--- src/rtl/conv_pkg.sv ---
// Shared types for the convolution engine result path: lane geometry, packed
// result word, reader FSM states and the lane clamp used by the ReLU build.
package conv_pkg;

    localparam int LANE_W    = 16;
    localparam int NUM_LANES = 4;
    localparam int RES_W     = 64;

    typedef logic [RES_W-1:0] res_word_t;

    typedef enum logic [1:0] {
        ST_IDLE,
        ST_ARMED,
        ST_CAPTURE,
        ST_DRAIN
    } rdr_state_e;

    // Negative lanes (MSB set) become zero; the others pass through untouched.
    function automatic res_word_t relu_clamp(input res_word_t w);
        res_word_t r;
        r = w;
        for (int l = 0; l < NUM_LANES; l++) begin
            if (w[l*LANE_W + LANE_W - 1]) begin
                r[l*LANE_W +: LANE_W] = '0;
            end
        end
        return r;
    endfunction

endpackage

--- src/rtl/conv_result_fifo.sv ---
// First-word-fall-through FIFO for 64-bit result words; a push into a full FIFO
// is still accepted when a pop happens on the same edge.
module conv_result_fifo
    import conv_pkg::*;
#(
    parameter int DEPTH = 16
) (
    input  logic                     clk,
    input  logic                     rst,
    input  logic                     clr,
    input  logic                     push,
    input  logic                     pop,
    input  res_word_t                din,
    output res_word_t                dout,
    output logic                     empty,
    output logic                     full,
    output logic [$clog2(DEPTH):0]   count
);

    localparam int AW = $clog2(DEPTH);

    res_word_t       mem [DEPTH];
    logic [AW-1:0]   wr_q;
    logic [AW-1:0]   rd_q;
    logic [AW:0]     cnt_q;
    logic            do_push;
    logic            do_pop;

    assign empty   = (cnt_q == '0);
    assign full    = (cnt_q == (AW+1)'(DEPTH));
    assign do_pop  = pop & ~empty;
    assign do_push = push & (~full | do_pop);
    assign dout    = mem[rd_q];
    assign count   = cnt_q;

    always_ff @(posedge clk) begin
        if (do_push) begin
            mem[wr_q] <= din;
        end
    end

    always_ff @(posedge clk or posedge rst) begin
        if (rst) begin
            wr_q  <= '0;
            rd_q  <= '0;
            cnt_q <= '0;
        end else if (clr) begin
            wr_q  <= '0;
            rd_q  <= '0;
            cnt_q <= '0;
        end else begin
            if (do_push) wr_q <= wr_q + 1'b1;
            if (do_pop)  rd_q <= rd_q + 1'b1;
            cnt_q <= cnt_q + (AW+1)'(do_push) - (AW+1)'(do_pop);
        end
    end

endmodule

--- src/rtl/conv_result_reader.sv ---
// Captures engine result words into a FIFO and streams them out as 32-bit halves.
// Build option RESULT_RELU_EN clamps negative lanes to zero at capture.
//
//   state      | meaning
//   IDLE       | waiting for start; frame_done holds the last frame's status
//   ARMED      | frame armed, no word captured yet
//   CAPTURE    | capturing valid engine words until eng_done
//   DRAIN      | capture closed, waiting for the FIFO and half-select to empty
module conv_result_reader
    import conv_pkg::*;
#(
    parameter int DEPTH = 16,
    parameter int CNT_W = 16
) (
    input  logic              clk,
    input  logic              rst,
    input  logic              start,
    input  logic [RES_W-1:0]  eng_dout,
    input  logic              eng_st_out,
    input  logic              eng_done,
    output logic [31:0]       out_data,
    output logic              out_valid,
    input  logic              out_ready,
    output logic              busy,
    output logic              frame_done,
    output logic [CNT_W-1:0]  word_count,
    output logic              overflow
);

    localparam int AW = $clog2(DEPTH);

    rdr_state_e        state_q, state_d;
    logic              half_q, half_d;
    logic [CNT_W-1:0]  wcnt_q, wcnt_d;
    logic              ovf_q, ovf_d;
    logic              fdone_q, fdone_d;

    logic              cap;
    logic              hs;
    logic              pop;
    logic              push_req;
    logic              fifo_clr;
    logic              fifo_empty;
    logic              fifo_full;
    logic [AW:0]       fifo_count;
    res_word_t         wr_word;
    res_word_t         rd_word;

    assign cap = eng_st_out & ~eng_done;
    assign hs  = out_valid & out_ready;
    assign pop = hs & half_q;

`ifdef RESULT_RELU_EN
    assign wr_word = relu_clamp(eng_dout);
`else
    assign wr_word = eng_dout;
`endif

    conv_result_fifo #(.DEPTH(DEPTH)) u_fifo (
        .clk   (clk),
        .rst   (rst),
        .clr   (fifo_clr),
        .push  (push_req),
        .pop   (pop),
        .din   (wr_word),
        .dout  (rd_word),
        .empty (fifo_empty),
        .full  (fifo_full),
        .count (fifo_count)
    );

    always_comb begin
        state_d  = state_q;
        wcnt_d   = wcnt_q;
        ovf_d    = ovf_q;
        fdone_d  = fdone_q;
        push_req = 1'b0;
        fifo_clr = 1'b0;
        half_d   = hs ? ~half_q : half_q;

        unique case (state_q)
            ST_IDLE: begin
                if (start) begin
                    state_d  = ST_ARMED;
                    fdone_d  = 1'b0;
                    wcnt_d   = '0;
                    ovf_d    = 1'b0;
                    fifo_clr = 1'b1;
                end
            end
            ST_ARMED: begin
                if (eng_done) begin
                    state_d = ST_DRAIN;
                end else if (cap) begin
                    state_d  = ST_CAPTURE;
                    push_req = 1'b1;
                end
            end
            ST_CAPTURE: begin
                if (eng_done) begin
                    state_d = ST_DRAIN;
                end else if (cap) begin
                    push_req = 1'b1;
                end
            end
            ST_DRAIN: begin
                if ((fifo_count == '0) && !half_q) begin
                    state_d = ST_IDLE;
                    fdone_d = 1'b1;
                end
            end
        endcase

        // A dropped word still counts as captured.
        if (push_req) begin
            if (wcnt_q != '1) wcnt_d = wcnt_q + CNT_W'(1);
            if (fifo_full && !pop) ovf_d = 1'b1;
        end
    end

    always_ff @(posedge clk or posedge rst) begin
        if (rst) begin
            state_q <= ST_IDLE;
            half_q  <= 1'b0;
            wcnt_q  <= '0;
            ovf_q   <= 1'b0;
            fdone_q <= 1'b0;
        end else begin
            state_q <= state_d;
            half_q  <= half_d;
            wcnt_q  <= wcnt_d;
            ovf_q   <= ovf_d;
            fdone_q <= fdone_d;
        end
    end

    assign out_valid  = ~fifo_empty;
    assign out_data   = fifo_empty ? 32'h0 : (half_q ? rd_word[31:0] : rd_word[63:32]);
    assign busy       = (state_q != ST_IDLE);
    assign frame_done = fdone_q;
    assign word_count = wcnt_q;
    assign overflow   = ovf_q;

endmodule
--- config.mk ---
export PLATFORM = sky130hd
export DESIGN_NAME = conv_result_reader
export DESIGN_NICKNAME = d
export VERILOG_FILES = /design/src/rtl/conv_pkg.sv /design/src/rtl/conv_result_fifo.sv /design/src/rtl/conv_result_reader.sv
export SDC_FILE = /design/constraint.sdc
export NUM_CORES = 1
export LEC_CHECK = 0
export BUFFER_PORTS_ARGS = -buffer_cell sky130_fd_sc_hd__buf_4
export CAP_MARGIN = 20
export CELL_PAD_IN_SITES_DETAIL_PLACEMENT = 1
export CELL_PAD_IN_SITES_GLOBAL_PLACEMENT = 2
export CORE_MARGIN = 2
export CORE_UTILIZATION = 45
export CTS_BUF_LIST = sky130_fd_sc_hd__clkbuf_4 sky130_fd_sc_hd__clkbuf_8 sky130_fd_sc_hd__clkbuf_16
export DETAILED_ROUTE_END_ITERATION = 8
export GPL_TIMING_DRIVEN = 0
export PLACE_DENSITY = 0.77
export SETUP_SLACK_MARGIN = 0.4
export SLEW_MARGIN = 20
export SYNTH_ARGS = -nofsm -noshare
export SYNTH_HDL_FRONTEND = slang
export SYNTH_SLANG_ARGS = --single-unit
--- constraint.sdc ---
create_clock -name clk -period 19.2 [get_ports clk]
set_clock_uncertainty 0.1 [all_clocks]
set_input_delay 1.92 -clock clk [delete_from_list [all_inputs] [get_ports clk]]
set_output_delay 1.92 -clock clk [all_outputs]
set_load 0.1 [all_outputs]
==> run_results.csv <==
group,metric,value,unit
die,placement_rows,110,
yosys,synthesis.nets,1926,
yosys,ys_async_sr_fraction,3.21,%
power,share_seq_of_total_power,36.7,%
detailed_routing,route.final.wire_length,110000,um
power,power_switching,2.61,mW
job,drv.max_cap_violation_count,0,
detailed_routing,routed_via_density,6.08,
critical_path,crit_arrival,4.58,ns
finish,final_cell_mix,"sky130_fd_sc_hd__edfxtp_1 (1024), sky130_fd_sc_hd__mux4_2 (256), sky130_fd_sc_hd__buf_4 (164)",
global_routing,grt-ovfl-total,0,
placement,place_worst_setup_slack,13.41,ns
clock_tree,clock_latency,0.66,ns
finish,post_route_cells_drive_above_1_share,34.1,%
critical_path,instance_count_on_the_critical_path,7,
finish,final_cell_utilization_of_the_core,53.0,%
placement,numPlacedInstances,3210,
timing,setup_viol,0,
clock_tree,clockRootBuffer,"sky130_fd_sc_hd__clkbuf_16",
clock_tree,cts_resizes,0,
worst_hold_path,min_delay_path_depth,2,
timing,report.final.hold_viol_count,0,
critical_path,cp-start-kind,"flop",
finish,area_growth_syn_to_layout,16.5,%
timing,clock.fmax,151,MHz
timing,fin_setup_tns,0,ns
detailed_routing,post_drt_wl_per_cell,32.4,um
detailed_routing,dr.pass1.iters,6,
detailed_routing,drc,0,
yosys,synthesis_stage_register_bit_count,1058,
critical_path,r2r_slack,15.39,ns
critical_path,timing.critical_path.max_delay_family,"buffers and inverters",
global_routing,gr-usage-all-layers,23.8,%
clock_tree,cts_post_setup_buffers_inserted,0,
yosys,synthesis.area_per_instance,22.4,um^2
power,powerDensity,150,nW/um^2
clock_tree,cts_tree,"built",
yosys,synth-edff-count,1024,
outcome,status,"complete, no violations",
power,p_int,4.59,mW
worst_hold_path,min_delay_worst_endpoint,"overflow",
yosys,yosysWarningCount,0,
power,power.share.switching,36.3,%
detailed_routing,dr.first_iter.drc_count,2260,
global_routing,grt_start_max_net_pins,36,
clock_tree,tritoncts.num_buffers,103,
critical_path,cpMostUsedCell,"sky130_fd_sc_hd__buf_2",
die,dieHeight,306,um
power,worst_ir_drop_vdd,0.000140,V
detailed_routing,route.antenna.remaining_nets,0,
timing,unrepaired_setup_endpoints_after_global_routing,"false",
clock_tree,ctsLongestPathBuffers,3,
power,static-leakage-power,15.5,nW
critical_path,r2r_end,"u_fifo.mem[7][8]",
critical_path,critical_path_class,"reg2out",
die,design.portCount,122,
timing,final.hold.worst_slack,0.426,ns
yosys,postSynthCellCount,1838,
global_routing,grt_pass1_vias,22000,
worst_hold_path,hold_path_startpoint,"overflow",
critical_path,required,17.18,ns
critical_path,path_max_fanout,10,
critical_path,cp_slowest_cell,"sky130_fd_sc_hd__a221oi_1",
yosys,synth_seq_area_share,76.9,%
timing,period_minus_slack,6.60,ns
worst_hold_path,hp-class,"reg2reg",
critical_path,path_buf_inv,4,
die,die_w,306,um
finish,finalInstanceArea,47900,um^2
critical_path,max_stage_delay_on_crit_path,0.95,ns
critical_path,timing.rr.start,"state_q[1]",
critical_path,end_kind,"output port",
finish,final_layout_net_count,2227,
placement,gp_congestion,0.746,
timing,tightest_pin_transition,1.14,ns
placement,dp_hpwl,72200,um
timing,layout_worst_path_cycle_share,34.4,%
global_routing,grt_first_pass_wirelength,159000,um
finish,layout.cells.most_common,"sky130_fd_sc_hd__edfxtp_1",
critical_path,rr_worst_depth,11,
placement,numPortBuffers,121,
placement,dpl_cell_area,44600,um^2
yosys,synthDistinctLibCells,51,
timing,finalWorstSetupSlack,12.60,ns
die,total_die_area,93700,um^2
clock_tree,worst_setup_hold_path_clk_slew,0.06,ns
yosys,netlist_area,41100,um^2
power,power.combinational.fraction,36.1,%
timing,report.final.slew_viol_count,0,
critical_path,timing.critical_path.cells,"buf_2 -> buf_2 -> buf_1 -> mux4_2 -> a221oi_1 -> a21oi_1 -> buf_4",
power,power.share.clock,27.1,%
die,floorplan.initialDensity,45.5,%
clock_tree,cts_num_sinks,1058,
yosys,synth-main-ff-cell,"sky130_fd_sc_hd__edfxtp_1",
finish,final_cells,3400,
global_routing,antenna_violations_before_repair,6,
clock_tree,cts_hold_buf,0,
detailed_routing,vias,20700,
die,fp.coreArea,90300,um^2
power,power,7.20,mW
clock_tree,cts_max_level,3,
timing,slew_headroom,24.0,%
-- area by class of cell --
class	count	area (um^2)
clock inverter	52	344
clock buffer	137	2900
antenna	1	2.50
inverter	19	71.3
timing repair buffer	196	2000
multi-input combinational	660	8950
tap	1176	1470
fill	7824	42400
sequential	1058	31600
buffer	101	534
-- worst reg2reg max path, cell delays in order, from the launching register on --
cell and delay [ns]:
sky130_fd_sc_hd__dfrtp_1 0.41, sky130_fd_sc_hd__inv_1 0.10, sky130_fd_sc_hd__ha_1 0.34, sky130_fd_sc_hd__nand3b_1 0.17, sky130_fd_sc_hd__a31oi_2 0.51, sky130_fd_sc_hd__nand2_1 0.31
sky130_fd_sc_hd__nor3_2 0.53, sky130_fd_sc_hd__buf_6 0.22, sky130_fd_sc_hd__buf_4 0.20, sky130_fd_sc_hd__buf_4 0.23, sky130_fd_sc_hd__buf_4 0.22, sky130_fd_sc_hd__buf_4 0.19
-- cell usage after synthesis, types with 2 or more instances --
cell type / instances / area share (%)
sky130_fd_sc_hd__nand4_1: 5 / 0.076
sky130_fd_sc_hd__a31oi_1: 11 / 0.17
sky130_fd_sc_hd__mux2_2: 72 / 2.0
sky130_fd_sc_hd__mux4_2: 256 / 14
sky130_fd_sc_hd__nor3b_1: 2 / 0.037
sky130_fd_sc_hd__a211o_1: 7 / 0.15
sky130_fd_sc_hd__nand2_1: 22 / 0.20
sky130_fd_sc_hd__a22oi_1: 7 / 0.13
sky130_fd_sc_hd__nor2_2: 2 / 0.030
sky130_fd_sc_hd__clkbuf_1: 34 / 0.31
sky130_fd_sc_hd__and4_1: 3 / 0.064
sky130_fd_sc_hd__o221ai_1: 33 / 0.70
sky130_fd_sc_hd__a21oi_1: 38 / 0.46
sky130_fd_sc_hd__xnor2_1: 6 / 0.13
sky130_fd_sc_hd__buf_1: 16 / 0.15
sky130_fd_sc_hd__and2_1: 12 / 0.18
sky130_fd_sc_hd__nor2_1: 48 / 0.44
sky130_fd_sc_hd__dfrtp_1: 34 / 2.1
sky130_fd_sc_hd__nand3_1: 10 / 0.12
sky130_fd_sc_hd__buf_6: 13 / 0.36
sky130_fd_sc_hd__ha_1: 17 / 0.52
sky130_fd_sc_hd__buf_4: 4 / 0.073
sky130_fd_sc_hd__edfxtp_1: 1024 / 75
sky130_fd_sc_hd__buf_2: 34 / 0.41
sky130_fd_sc_hd__xor2_1: 5 / 0.11
sky130_fd_sc_hd__nor2b_1: 2 / 0.030
sky130_fd_sc_hd__and3_1: 11 / 0.17
sky130_fd_sc_hd__inv_1: 19 / 0.17
sky130_fd_sc_hd__a221oi_1: 25 / 0.53
sky130_fd_sc_hd__mux2i_1: 28 / 0.68
sky130_fd_sc_hd__o21ai_0: 7 / 0.085
sky130_fd_sc_hd__nor3_1: 12 / 0.15
-- power groups by stage --
stage                     Clock, mW  Sequential [mW]  Combinational, mW
after floorplan                   0             2.72               1.76
after global placement            0             2.70               2.54
after detailed placement          0             2.69               2.61
after CTS                      1.98             2.65               2.62
after global routing           2.06             2.65               2.71
final                          1.95             2.65               2.60
-- cells by family (layout without fill, tap and decap cells) --
family                     count (synthesis)  after routing  synth area share [%]
AOI/OAI and AO/OA                        139            139                  2.50
xor gates and xnor gates                  11             11                 0.234
adders and majority gates                 18             18                 0.566
buffers and inverters                    120            505                  1.47
DFF                                     1058           1058                  76.9
muxes                                    356            356                  16.7
other                                      0              1                     0
and+or+nand+nor                          136            136                  1.62
-- worst max path at each step --
| stage | startpoint | endpoint | slack, ns |
|---|---|---|---|
| global route | u_fifo.rd_q[0] | out_data[30] | 12.54 |
| detailed placement | u_fifo.rd_q[2] | out_data[8] | 13.41 |
| finish | u_fifo.rd_q[2] | out_data[8] | 12.60 |
| global placement | eng_done | u_fifo.mem[7][17] | 4.75 |
| floorplan | eng_done | u_fifo.mem[4][0] | 11.55 |
| CTS | u_fifo.rd_q[2] | out_data[8] | 12.61 |
-- flip-flops by register name (all words and copies together), names as in the netlist --
signal / cells
u_fifo.mem: 1024
word_count: 16
u_fifo.count: 5
u_fifo.rd_q: 4
u_fifo.wr_q: 4
state_q: 2
frame_done: 1
half_q: 1
overflow: 1
-- layer usage --
| layer | share of wire [%] | vias up | GRT usage [%] | routed length (um) |
|---|---|---|---|---|
| li1 | - | 8399 | - | - |
| met1 | 41 | 11300 | 32.3 | 45200 |
| met4 | 1.7 | 10 | 6.25 | 1880 |
| met3 | 6.6 | 123 | 4.02 | 7330 |
| met5 | 0.047 | - | 0 | 52 |
| met2 | 51 | 832 | 40.1 | 55900 |
Power figures use the tool's default switching activity.
